`src/rtl/mem_port_arbiter.sv`:
```
// mem_port_arbiter
//   Three-way memory port arbiter. It issues bursts of up to BURST_MAX beats
//   to one requester at a time. Read/write direction changes insert one TURN
//   cycle.
//   Requesters: 0 = filter load (read), 1 = buffer fill (read),
//   2 = result writeback (write).
//
//   Ports:
//     clk        rising-edge clock
//     rst        synchronous, active-low reset
//     req[2:0]   level requests
//     gnt[2:0]   one-hot grant (GRANT state only)
//     sel[1:0]   granted index, 0 when not granting
//     mem_en     one memory beat per high cycle
//     wr_en      mem_en qualified by owner 2
//     beat       beat index within the current burst
//     burst_done pulse on the last beat of a grant
//     busy       state is not IDLE
//
//   Optional build macro WRITEBACK_PRIORITY_EN: requester 2 wins every
//   arbitration, and requesters 0 and 1 round-robin between themselves.
//   Running bursts are never pre-empted.
module mem_port_arbiter #(
   parameter int unsigned BURST_MAX = 8,
   parameter int unsigned CNT_W     = $clog2(BURST_MAX)
) (
   input  logic             clk,
   input  logic             rst,
   input  logic [2:0]       req,
   output logic [2:0]       gnt,
   output logic [1:0]       sel,
   output logic             mem_en,
   output logic             wr_en,
   output logic [CNT_W-1:0] beat,
   output logic             burst_done,
   output logic             busy
);

   typedef enum logic [1:0] {IDLE, GRANT, TURN} state_t;

   state_t           state_q, state_d;
   logic [1:0]       owner_q, owner_d;
   logic [1:0]       last_owner_q, last_owner_d;
   logic [CNT_W-1:0] beat_q, beat_d;

   logic             in_grant;
   logic             last_beat;
   logic [2:0]       others;
   logic [2:0]       cand;
   logic [1:0]       idle_base;
   logic [1:0]       end_base;
   logic [1:0]       idle_win;
   logic [1:0]       end_win;

   // First requester found scanning base+1, base+2, then base itself.
   function automatic logic [1:0] rr_pick(input logic [2:0] mask, input logic [1:0] base);
      logic [1:0] c1, c2;
      c1 = (base == 2'd2) ? 2'd0 : base + 2'd1;
      c2 = (c1 == 2'd2) ? 2'd0 : c1 + 2'd1;
      if (mask[c1])      rr_pick = c1;
      else if (mask[c2]) rr_pick = c2;
      else               rr_pick = base;
   endfunction

`ifdef WRITEBACK_PRIORITY_EN
   logic last01_q, last01_d;

   function automatic logic [1:0] arb(input logic [2:0] mask, input logic [1:0] base);
      arb = mask[2] ? 2'd2 : rr_pick(mask & 3'b011, base);
   endfunction

   // Round-robin between 0 and 1 follows its own history. Otherwise every
   // writeback burst would hand the next turn back to requester 0.
   assign idle_base = {1'b0, last01_q};
   assign end_base  = {1'b0, last01_q};
`else
   function automatic logic [1:0] arb(input logic [2:0] mask, input logic [1:0] base);
      arb = rr_pick(mask, base);
   endfunction

   assign idle_base = last_owner_q;
   assign end_base  = owner_q;
`endif

   always_comb begin
      in_grant  = (state_q == GRANT);
      last_beat = in_grant && (!req[owner_q] || (beat_q == CNT_W'(BURST_MAX - 1)));
      // The outgoing owner is excluded unless it is the only one still asking.
      others    = req & ~(3'b001 << owner_q);
      cand      = (others != '0) ? others : req;
      idle_win  = arb(req, idle_base);
      end_win   = arb(cand, end_base);
   end

   always_comb begin
      state_d      = state_q;
      owner_d      = owner_q;
      last_owner_d = last_owner_q;
      beat_d       = beat_q;
`ifdef WRITEBACK_PRIORITY_EN
      last01_d     = last01_q;
`endif
      unique case (state_q)
         IDLE: begin
            beat_d = '0;
            if (req != '0) begin
               owner_d = idle_win;
               state_d = GRANT;
            end
         end
         GRANT: begin
            if (last_beat) begin
               last_owner_d = owner_q;
`ifdef WRITEBACK_PRIORITY_EN
               if (owner_q != 2'd2) last01_d = owner_q[0];
`endif
               beat_d = '0;
               if (cand != '0) begin
                  owner_d = end_win;
                  // Only requester 2 writes, so a direction change means
                  // exactly one side of the handover is owner 2.
                  state_d = ((end_win == 2'd2) != (owner_q == 2'd2)) ? TURN : GRANT;
               end else begin
                  state_d = IDLE;
               end
            end else begin
               beat_d = beat_q + CNT_W'(1);
            end
         end
         TURN: begin
            // The winner is already latched in owner_q, so requests that
            // arrive now cannot change it.
            beat_d  = '0;
            state_d = GRANT;
         end
         default: begin
            beat_d  = '0;
            state_d = IDLE;
         end
      endcase
   end

   always_ff @(posedge clk) begin
      if (!rst) begin
         state_q      <= IDLE;
         owner_q      <= 2'd0;
         last_owner_q <= 2'd2;
         beat_q       <= '0;
`ifdef WRITEBACK_PRIORITY_EN
         last01_q     <= 1'b1;
`endif
      end else begin
         state_q      <= state_d;
         owner_q      <= owner_d;
         last_owner_q <= last_owner_d;
         beat_q       <= beat_d;
`ifdef WRITEBACK_PRIORITY_EN
         last01_q     <= last01_d;
`endif
      end
   end

   // A dropped request kills the beat in the same cycle, so mem_en and
   // burst_done look at req directly instead of waiting a cycle.
   always_comb begin
      gnt        = in_grant ? (3'b001 << owner_q) : 3'b000;
      sel        = in_grant ? owner_q : 2'd0;
      mem_en     = in_grant && req[owner_q];
      wr_en      = mem_en && (owner_q == 2'd2);
      beat       = beat_q;
      burst_done = last_beat;
      busy       = (state_q != IDLE);
   end

endmodule

```
`config.mk`:
```
export PLATFORM = sky130hd
export DESIGN_NAME = mem_port_arbiter
export DESIGN_NICKNAME = d
export VERILOG_FILES = /design/src/rtl/mem_port_arbiter.sv
export SDC_FILE = /design/constraint.sdc
export NUM_CORES = 1
export LEC_CHECK = 0
export ABC_AREA = 1
export CORE_AREA = 2 2 42 44
export CTS_CLUSTER_DIAMETER = 200
export DETAILED_ROUTE_END_ITERATION = 10
export DIE_AREA = 0 0 44 46
export PLACE_DENSITY = 0.84
export REMOVE_ABC_BUFFERS = 1
export SKIP_LAST_GASP = 1
export SLEW_MARGIN = 5
export SYNTH_ARGS = -nofsm -noshare
export SYNTH_HDL_FRONTEND = slang
export SYNTH_SLANG_ARGS = --single-unit
```
`constraint.sdc`:
```
create_clock -name clk -period 1.36 [get_ports clk]
set_input_delay 0.204 -clock clk [delete_from_list [all_inputs] [get_ports clk]]
set_output_delay 0.204 -clock clk [all_outputs]
set_load 0.01 [all_outputs]
```
* After elaboration in Yosys (flattened, before gate mapping)
Cells that the tools add are included.
** Word-level totals
- Bits in registers :: 9
- Input port bits :: 5
- Output and inout port bits :: 12
- Word-level logic and storage cells :: 76
** Operators by class
- Add/subtract/negate cells :: 5
- $lt $le $gt $ge :: 5
- Equal/unequal tests :: 12
- Shifts and indexed selects :: 1
- Muxes and demuxes :: 30
- Bitwise logic cells :: 4
- Reductions and logical operators :: 15
** Operators by type and width (number)
- 2-to-1 mux 2 bit :: 16
- < comparator 2 x 3 -> 1 bit, second input constant :: 5
- equality test 2 bit, second input constant :: 6
- binary-select mux 1 bit (select 2 bit) :: 5
- nonzero test 3 bit :: 3
- adder 2 x 1 -> 2 bit, second input constant :: 4
- 2-to-1 mux 3 bit :: 2
- one-hot mux 2 bit (3 select lines) :: 1
- 2-to-1 mux 1 bit :: 5
- inequality test 2 bit, second input constant :: 2
- one-hot mux 2 bit (2 select lines) :: 1
- AND reduction 2 bit :: 2
- AND reduction 4 bit :: 1
- nonzero test 2 bit :: 2
- adder 3 x 1 -> 3 bit, second input constant :: 1
- AND 3 bit :: 1
- equality test 3 bit, second input constant :: 1
- logical AND 1 bit :: 3
- inverter 3 bit :: 1
- OR reduction 3 bit :: 1
- left shift 1 x 2 -> 3 bit, first input constant :: 1
- equality test 2 x 1 -> 1 bit, second input constant :: 1
- zero test 2 bit :: 1
- inequality test 2 x 1 -> 1 bit, second input constant :: 1
- 4 further kinds :: 5

* Longest topological paths before layout
- Word-level depth :: 15
- Gate-level depth with buffers :: 10

* Worst setup path before layout
No wires, ideal clock.
- Path type :: reg2reg
- From :: register beat_q[0], in the netlist beat[0]
- To :: register owner_q[1], in the netlist end_base[1]
- Library setup time :: 110 ps
- Arrival :: 1148 ps
- Required time :: 1250 ps
- Slack :: 102 ps
- Cell stages (with the launch flop) :: 9
- Cell sequence :: dfxtp_1 > ha_1 > ha_1 > inv_1 > nand3_4 > nand3b_1 > nand2_1 > nand2_1 > nor2_2
** On the way
- Longest elaborated chain between the ends :: 5
** RTL lines
- start, declared :: line 44 : logic [CNT_W-1:0] beat_q, beat_d;
- start signal, assigned :: line 156 : beat_q <= beat_d;
- equality test 3 bit :: line 87 : last_beat = in_grant && (!req[owner_q] || (beat_q == CNT_W'(BURST_MAX - 1)));
- logical OR 1 bit :: line 87
- logical AND 1 bit :: line 87
- inequality test 2 bit (no source line)
- AND reduction 4 bit (no source line)
- end signal, assigned :: line 154 : owner_q <= owner_d;
- end, declared :: line 42 : logic [1:0] owner_q, owner_d;
No other way between the ends.
A chain may end at the register's enable or synchronous reset.

* Final worst setup path
- From :: register owner_q[0], in the netlist end_base[0]
- To :: output burst_done
** On the way
- Longest elaborated chain between the ends :: 5
** RTL lines
- binary-select mux 1 bit (select 2 bit) :: line 87
- 2-to-1 mux 1 bit (implied by the code) :: line 87
- zero test 1 bit :: line 87
- logical OR 1 bit :: line 87
- logical AND 1 bit :: line 87
- end, declared :: line 35 : output logic burst_done,
No other way between the ends. The select of a mux whose other input is x is not followed.

==> impl_metrics.prom <==
# TYPE chip_impl_metric gauge
chip_impl_metric{name="top_level_pins",unit=""} 17
chip_impl_metric{name="period_minus_slack",unit="ps"} 1502
chip_impl_metric{name="initial_utilization",unit="%"} 45.12
chip_impl_metric{name="worstMarginPinSlew",unit="ps"} 282.4
chip_impl_metric{name="post-place-cells",unit=""} 173
chip_impl_metric{name="layout-drive-gt1-share",unit="%"} 47.27
chip_impl_metric{name="postLayoutSetupSlackWorst",unit="ps"} -141.8
chip_impl_info{name="synth_commonest_cells",value="31 x nand2_1, 17 x inv_1, 16 x nor2_1"} 1
chip_impl_metric{name="final-max-slew-violation-count",unit=""} 0
chip_impl_metric{name="layout.cells.non_filler",unit=""} 182
chip_impl_metric{name="ctsLongestPathBuffers",unit=""} 2
chip_impl_metric{name="finalCritPeriodShare",unit="%"} 110.4
chip_impl_metric{name="synthesis.area",unit="µm²"} 728.2
chip_impl_info{name="cp-end-kind",value="primary output"} 1
chip_impl_metric{name="post-place-ws",unit="ps"} -414.4
chip_impl_metric{name="numCtsBuffers",unit=""} 3
chip_impl_metric{name="cts.sinks",unit=""} 9
chip_impl_metric{name="dp_hpwl",unit="µm"} 1596
chip_impl_metric{name="die_h",unit="µm"} 46
chip_impl_metric{name="num_vias",unit=""} 907
chip_impl_metric{name="number_of_flops_mapped_to_enable_cells_by_yosys",unit=""} 0
chip_impl_metric{name="overflow",unit=""} 0
chip_impl_info{name="synth_area_leader_cell",value="dfxtp_1"} 1
chip_impl_metric{name="grt_first_pass_wirelength",unit="µm"} 3574
chip_impl_metric{name="clock-skew-final",unit="ps"} 2.965
chip_impl_metric{name="groute.usage.overall",unit="%"} 23.97
chip_impl_metric{name="ys_async_rst_share",unit="%"} 0
chip_impl_info{name="cts_root_buffer",value="clkbuf_4"} 1
chip_impl_info{name="crit_path_start_kind",value="register"} 1
chip_impl_metric{name="initialDrtViolationCount",unit=""} 28
chip_impl_metric{name="wire_per_inst",unit="µm"} 12.19
chip_impl_info{name="synthFlopType",value="dfxtp_1"} 1
chip_impl_metric{name="cts_htree_levels",unit=""} 1
chip_impl_metric{name="pwr_density_cell",unit="nW/µm²"} 2077
chip_impl_info{name="worstHoldPathType",value="reg2reg"} 1
chip_impl_metric{name="final_number_of_setup_violating_endpoints",unit=""} 10
chip_impl_metric{name="dr.pass1.iters",unit=""} 4
chip_impl_metric{name="total_power",unit="µW"} 2469
chip_impl_metric{name="rows",unit=""} 15
chip_impl_metric{name="synthDistinctLibCells",unit=""} 24
chip_impl_metric{name="power.ir.vdd_worst",unit="V"} 0.001303
chip_impl_info{name="post_synth_main_area_contributors",value="dfxtp_1 25%, nand2_1 16%, inv_1 8.8%"} 1
chip_impl_metric{name="path_clk_slew",unit="ps"} 60
chip_impl_metric{name="fp.dieArea",unit="µm²"} 2024
chip_impl_metric{name="hold_path_depth",unit=""} 2
chip_impl_metric{name="core_area",unit="µm²"} 1614
chip_impl_metric{name="drc",unit=""} 0
chip_impl_info{name="unrepaired_setup_endpoints_after_global_routing",value="yes"} 1
chip_impl_metric{name="worstRegToRegCells",unit=""} 11
chip_impl_metric{name="timing.final.hold_violations",unit=""} 0
chip_impl_info{name="library_cell_with_the_highest_instance_count_after_synthesis",value="nand2_1"} 1
chip_impl_metric{name="initial_antenna_violation_count",unit=""} 0
chip_impl_metric{name="antenna_violating_nets_post_route",unit=""} 0
chip_impl_metric{name="dieWidth",unit="µm"} 44
chip_impl_metric{name="finish.utilization",unit="%"} 73.64
chip_impl_metric{name="io_buffer_count",unit=""} 16
chip_impl_metric{name="required_time_at_the_endpoint_of_the_critical_path",unit="ps"} 1160
chip_impl_metric{name="synth.yosys.seq_area_share",unit="%"} 24.74
chip_impl_metric{name="synthesis.area_per_instance",unit="µm²"} 6.332
chip_impl_metric{name="syn-instance-count",unit=""} 115
chip_impl_metric{name="maxCapViolations",unit=""} 0
chip_impl_info{name="category_of_the_most_critical_setup_path",value="reg2out"} 1
chip_impl_metric{name="worst_skew_pair.late_latency",unit="ps"} 260
chip_impl_metric{name="maxClockFrequency",unit="MHz"} 665.9
chip_impl_info{name="result_of_the_run",value="finished with violations"} 1
chip_impl_metric{name="ys_warn_count",unit=""} 0
chip_impl_metric{name="gpl.final_weighted_congestion",unit=""} 0.8579
chip_impl_metric{name="power.static_leakage",unit="µW"} 0.0006665
chip_impl_metric{name="area_growth",unit="%"} 63.23
chip_impl_metric{name="route.detailed.vias_per_inst",unit=""} 4.984
chip_impl_metric{name="pin_count_of_the_biggest_net_entering_global_routing",unit=""} 9
chip_impl_metric{name="synth_top_cell_area_share",unit="%"} 24.74
chip_impl_metric{name="route.final.wire_length",unit="µm"} 2219
chip_impl_metric{name="critical_path_arrival",unit="ps"} 1300
chip_impl_metric{name="num-nets-final",unit=""} 173
chip_impl_metric{name="highest_net_fanout_along_the_worst_path",unit=""} 4
chip_impl_metric{name="synth_register_bits",unit=""} 9
chip_impl_metric{name="fin_hold_ws",unit="ps"} 513.0
chip_impl_metric{name="first_global_vias",unit=""} 913
chip_impl_metric{name="max-slew-margin-rel",unit="%"} 81.11
chip_impl_info{name="tritoncts_clock_tree",value="built"} 1
chip_impl_info{name="failed_checks",value="setup timing"} 1
chip_impl_metric{name="insertedDiodeCount",unit=""} 0
[stage by stage]
| stage | setup TNS (ps) | instance area (µm²) |
|---|---|---|
| floorplan | 0 | 716.9 |
| global placement | -3307 | 1094 |
| detailed placement | -3646 | 1094 |
| CTS | -775.9 | 1172 |
| global route | -1619 | 1189 |
| finish | -759.5 | 1189 |
[state kept, by name, indices dropped and copies added, names as in the netlist]
name / count
end_base: 2
idle_base: 2
state_q: 2
beat: 3
[critical path, stage by stage (launching register included)]
cell,delay [ps]
dfxtp_4,370
buf_6,120
nor2_4,130
nand2_2,80
nand3_4,80
nand2_2,60
nand2_2,60
inv_2,30
buf_6,110
[path summary, 6_finish.rpt]
| kind | start | end | slack (ps) |
|---|---|---|---|
| setup / recovery | end_base[0] | burst_done | -140 |
| hold / removal | beat[0] | beat[0] | 510 |
| setup reg to reg | end_base[0] | end_base[1] | -90 |
| hold reg to reg | beat[0] | beat[0] | 510 |
[layer usage]
metal	track usage (%)	share of wire (%)
met5	0	0
met1	26.08	40
met3	2.778	3.7
met4	6.667	0.45
met2	47.94	56
[report_power, final]
group / switching, µW / internal, µW / total [µW]
clock: 93.8 / 113 / 207
combinational: 899 / 889 / 1790
sequential: 108 / 366 / 474
total: 1100 / 1370 / 2470
[placed cells by master (no fill, tap or decap), drive strengths merged]
cell type / synthesis / routed
inv: 20 / 20
ha: 2 / 2
o21bai: 1 / 1
o211ai: 2 / 2
clkdlybuf4s50: 0 / 4
nand3b: 1 / 1
dfxtp: 9 / 9
clkbuf: 0 / 5
a21oi: 2 / 2
nand2: 35 / 35
nand4: 3 / 3
o211a: 1 / 1
nand3: 10 / 10
dlymetal6s2s: 0 / 1
o21ai: 2 / 2
clkinv: 1 / 1
dlygate4sd2: 0 / 2
nor3: 2 / 2
clkdlybuf4s15: 0 / 1
buf: 1 / 38
nor2: 23 / 23
[layout make-up]
cell class / instances / area (µm²)
tap: 17 / 21.27
fill: 134 / 425.4
sequential: 9 / 192.7
inverter: 21 / 78.83
timing repair buffer: 47 / 374.1
multi-input combinational: 84 / 495.5
clock buffer: 4 / 26.28
[cell families (layout without fill, tap and decap cells)]
logic type      count (synthesis)  after routing  synth area share [%]
compound gates                  8              8                 7.215
fa+ha+maj                       2              2                 3.436
buf+inv                        22             72                 12.37
flops                           9              9                 24.74
simple gates                   74             74                 52.23
[what timing repair did]
action,4_1_cts,5_1_grt
resized for setup,51,12
setup buffers,4,2
endpoints found under the setup margin,15,16
pin swaps,4,6
gates cloned,0,0
hold buffers,0,0
Note: power is estimated with default switching activity, not from simulation.
==> patch 1: new RTL, same flow settings <==
Set the parameter `BURST_MAX` to 16 (it was 8).
--- a/src/rtl/mem_port_arbiter.sv
+++ b/src/rtl/mem_port_arbiter.sv
@@ -21,7 +21,7 @@
 //   arbitration, and requesters 0 and 1 round-robin between themselves.
 //   Running bursts are never pre-empted.
 module mem_port_arbiter #(
-   parameter int unsigned BURST_MAX = 8,
+   parameter int unsigned BURST_MAX = 16,
    parameter int unsigned CNT_W     = $clog2(BURST_MAX)
 ) (
    input  logic             clk,
Interface: changed (resized beat); port bits go from 17 to 18. No check against the original RTL was run, so the function may have changed too.
==> patch 1 against the unedited design <==
Sequential cell count is 1 higher. Die area stayed put. Register-to-register slack better by 0.06 ns. Critical endpoint unchanged. The run still ends with setup timing left. Synthesized area is 7.0% higher. Global-route usage is 2.0 points higher. Cell area is 9.4% higher. Largest cell class unchanged. Utilization is 6.9 points higher. Final cell count is 0.55% higher. Critical path type unchanged. Worst setup slack better by 0.023 ns. Count of clock-buffer cells in the layout is 1 lower. Wire length is 30% higher. Clock power is 3% lower. Power is 13% higher.
==> patch 1: results (changes against the unedited design) <==
* Worst-Margin Slew at 0.312 ns (was 0.282 ns)
* Routability Congestion at 0.833 (was 0.858)
* Sequential Power Share at 0.194 (was 0.192)
* Tot Pwr at 0.00278 W (was 0.00247 W)
* Global-route met1 utilization at 0.262 (was 0.261)
* Port Buffer Count at 17 (was 16)
* Setup violators final at 8 (was 10)
* Overall routing resource usage at 0.260 (was 0.240)
* First-pass GRT wire length at 3710 um (was 3570 um)
* Violated checks: setup timing (unchanged)
* GR met3 Demand/Resource at 0.0437 (was 0.0278)
* Via Count at 999 (was 907)
* Placed wire-length estimate at 1620 um (was 1600 um)
* DP Area at 1130 um2 (was 1090 um2)
* Netlist cell types at 28 (was 24)
* Vias in the first global route at 898 (was 913)
* Nets at 174 (was 173)
* CP peak stage delay at 0.42 ns (was 0.37 ns)
* Met2 track demand over resource at 0.482 (was 0.479)
* Status: finished with violations (unchanged)
* Setup Skew at 0.00145 ns (was 0.00296 ns)
* Sw Pwr at 0.00133 W (was 0.00110 W)
* Power Clock at 0.000200 W (was 0.000207 W)
* Sequential share of the synthesized area at 0.257 (was 0.247)
* Dpl cells at 174 (was 173)
* Max VDD drop at 0.00104 V (was 0.00130 V)
* Starting DRT DRC Count at 26 (was 28)
* Cells resized by post-CTS repair at 60 (was 51)
* CP Data Arrival Time at 1.27 ns (was 1.30 ns)
* # fillers at 113 (was 134)
* Leakage power at 0.699 nW (was 0.666 nW)
* Pre-CTS setup slack at -0.428 ns (was -0.414 ns)
* Most frequent cells after synthesis: nand2_1 (27), inv_1 (19), nor2_1 (19) (was nand2_1 (31), inv_1 (17), nor2_1 (16))
* Syn Area/Cell at 6.61 um2 (was 6.33 um2)
* Vias per inst at 5.46 (was 4.98)
* Final Worst Setup Slack at -0.119 ns (was -0.142 ns)
* Post-CTS setup buffer count at 1 (was 4)
* Setup_tns at -0.496 ns (was -0.759 ns)
* Critical Path Fanout Max at 5 (was 4)
[patch 1: changes by cell type after synthesis, moves of 2 or more]
cell / unedited run / this run
nand4_1: 3 / 0
nor2_1: 16 / 19
inv_1: 17 / 19
nor3_2: 0 / 2
nand3_1: 7 / 9
o22ai_1: 0 / 2
nand2_2: 4 / 1
nor2_2: 5 / 1
nand2_1: 31 / 27
[patch 1: kinds of logic (layout without fill, tap and decap cells)]
kind of cell	after synthesis	count (layout)	synth area share
and+or+nand+nor	66	66	0.427
buffers and inverters	25	73	0.143
AOI/OAI and AO/OA	15	15	0.146
DFF	10	10	0.257
adders and majority gates	1	1	0.0160
xor gates and xnor gates	1	1	0.0112
[patch 1: layout make-up]
cell class	count	area, um2	area share
Tap cell	17	21.3	0.0164
Multi-Input combinational cell	83	568	0.437
Inverter	23	91.3	0.0703
Timing Repair Buffer	47	383	0.295
Sequential cell	10	214	0.165
Clock buffer	3	22.5	0.0173
[patch 1: path summary, 6_finish.rpt]
kind,cells after the start,end,slack (ns),start
setup / recovery,5,burst_done,-0.12,end_base[0]$_SDFFE_PN0P_
hold / removal,4,state_q[1]$_SDFFE_PN0P_,0.53,req[0]
setup reg to reg,10,end_base[1]$_SDFFE_PN0P_,-0.03,end_base[0]$_SDFFE_PN0P_
hold reg to reg,3,state_q[0]$_SDFFE_PN0P_,0.54,state_q[0]$_SDFFE_PN0P_
[patch 1: layer usage]
metal,share of wire,vias to the layer above
li1,-,473
met1,0.37,453
met2,0.51,53
met3,0.066,20
met4,0.052,0
met5,0,-
[patch 1: worst reg2reg max path: cells and delay by family, from the launching register on]
kind	cells	cell delay (ns)
buffers and inverters	2	0.17
flip-flops	1	0.39
AND/OR/NAND/NOR	8	0.76
==> patch 2: new RTL, same flow settings <==
Made on the original files. Encoding of `state_t`: now one-hot (3 bits for 3 states).
--- a/src/rtl/mem_port_arbiter.sv
+++ b/src/rtl/mem_port_arbiter.sv
@@ -36,7 +36,7 @@
    output logic             busy
 );
 
-   typedef enum logic [1:0] {IDLE, GRANT, TURN} state_t;
+   typedef enum logic [2:0] {IDLE = 3'b001, GRANT = 3'b010, TURN = 3'b100} state_t;
 
    state_t           state_q, state_d;
    logic [1:0]       owner_q, owner_d;
Check against the original RTL: no difference found for any inputs over 10 cycles, from zero or initial values and one cycle with rst low; not proved beyond that.
==> patch 2 against the unedited design <==
The run still ends with setup timing left. Critical path type unchanged. Critical endpoint unchanged. Wire length increased by 3.8%. Via count is 5.5% higher. Cell area grew 10%. Non-clock buffer count did not move. Power shrank 27%. Synthesized area increased by 12%. Sequential cell count grew 1. Worst setup slack better by 0.044 ns.
==> patch 2: results (changes against the unedited design) <==
* Final Worst Setup Slack at -0.0976 ns (was -0.142 ns)
* Most frequent cells after synthesis: nand2_1 (31), inv_1 (16), nor2_1 (14) (was nand2_1 (31), inv_1 (17), nor2_1 (16))
* Met2 track demand over resource at 0.432 (was 0.479)
* Overall routing resource usage at 0.267 (was 0.240)
* Nets at 179 (was 173)
* Cells after synthesis at 122 (was 115)
* WL met3 at 100 um (was 81 um)
* DP Area at 1170 um2 (was 1090 um2)
* First-pass GRT wire length at 3930 um (was 3570 um)
* Clk tree area frac at 0.0172 (was 0.0221)
* Setup Skew at 0.00201 ns (was 0.00296 ns)
* Share of cells above drive strength 1 at 0.512 (was 0.473)
* Pin count of the biggest net entering global routing at 8 (was 9)
* Sequential share of the synthesized area at 0.247 (about the same)
* Routability Congestion at 0.918 (was 0.858)
* Seq_cells at 10 (was 9)
* Netlist cell types at 31 (was 24)
* Placed wire-length estimate at 1690 um (was 1600 um)
* Post-Layout Cell Count at 187 (was 182)
* # fillers at 115 (was 134)
* Non-clock buffering overhead at 0.289 (was 0.315)
* Setup violators final at 9 (was 10)
* Leakage power at 0.706 nW (was 0.666 nW)
* GR met3 Demand/Resource at 0.0476 (was 0.0278)
* Violated checks: setup timing (unchanged)
* CP peak stage delay at 0.39 ns (was 0.37 ns)
* Wl on met1 at 982 um (was 878 um)
* Sequential Area at 214 um2 (was 193 um2)
* Post-DR wirelength/cell at 12.3 um (was 12.2 um)
* Sw Pwr at 0.000755 W (was 0.00110 W)
* Yosys reg bits at 10 (was 9)
* Vias per inst at 5.12 (was 4.98)
* Global-route met1 utilization at 0.338 (was 0.261)
* Starting DRT DRC Count at 17 (was 28)
* Vias in the first global route at 930 (was 913)
* Max VDD drop at 0.000932 V (was 0.00130 V)
* Status: finished with violations (unchanged)
* Pre-CTS setup slack at -0.460 ns (was -0.414 ns)
* Setup_tns at -0.468 ns (was -0.759 ns)
* Max_slew headroom at 0.840 (was 0.811)
==> patch 2: cell types whose count changed in the layout (fill, tap and decap cells not counted), sizes merged, moves of 2 or more <==
cell	before	now
a21oi	2	6
nor2	23	20
buf	38	40
clkbuf	5	3
dlymetal6s2s	1	3
inv	20	22
nand4	3	1
==> patch 2: cell families after synthesis <==
family,Yosys count,share of synthesized area
adder cells (fa/ha/maj),2,0.0308
AO/OA/AOI/OAI,16,0.125
AND/OR/NAND/NOR,70,0.476
flip-flops,10,0.247
buffers and inverters,24,0.122
==> patch 2: tightest hold or removal path: stages, from the launching register on <==
cell and delay (ns):
dfxtp_1 0.34, inv_1 0.08, a21oi_1 0.06
==> patch 2: power groups by stage <==
stage / clock network (W) / logic [W] / registers, W
global route: 0.000223 / 0.00127 / 0.000443
global placement: 0 / 0.000996 / 0.000410
CTS: 0.000206 / 0.00110 / 0.000434
finish: 0.000204 / 0.00116 / 0.000437
detailed placement: 0 / 0.00102 / 0.000405
floorplan: 0 / 0.000558 / 0.000410
==> patch 2: final timing paths <==
kind / start / to / slack, ns / cells past startpoint
hold / removal: idle_base[0]$_SDFFE_PN0P_ / idle_base[0]$_SDFFE_PN0P_ / 0.53 / 2
hold reg to reg: idle_base[0]$_SDFFE_PN0P_ / idle_base[0]$_SDFFE_PN0P_ / 0.53 / 2
setup / recovery: end_base[0]$_SDFFE_PN0P_ / burst_done / -0.1 / 8
setup reg to reg: end_base[0]$_SDFFE_PN0P_ / end_base[1]$_SDFFE_PN0P_ / -0.08 / 12
==> patch 2: what timing repair did <==
| action | CTS | global route |
|---|---|---|
| buffers inserted | 3 | 2 |
| pin swaps | 3 | 6 |
| resized for setup | 64 | 12 |
| setup endpoints to repair | 14 | 13 |
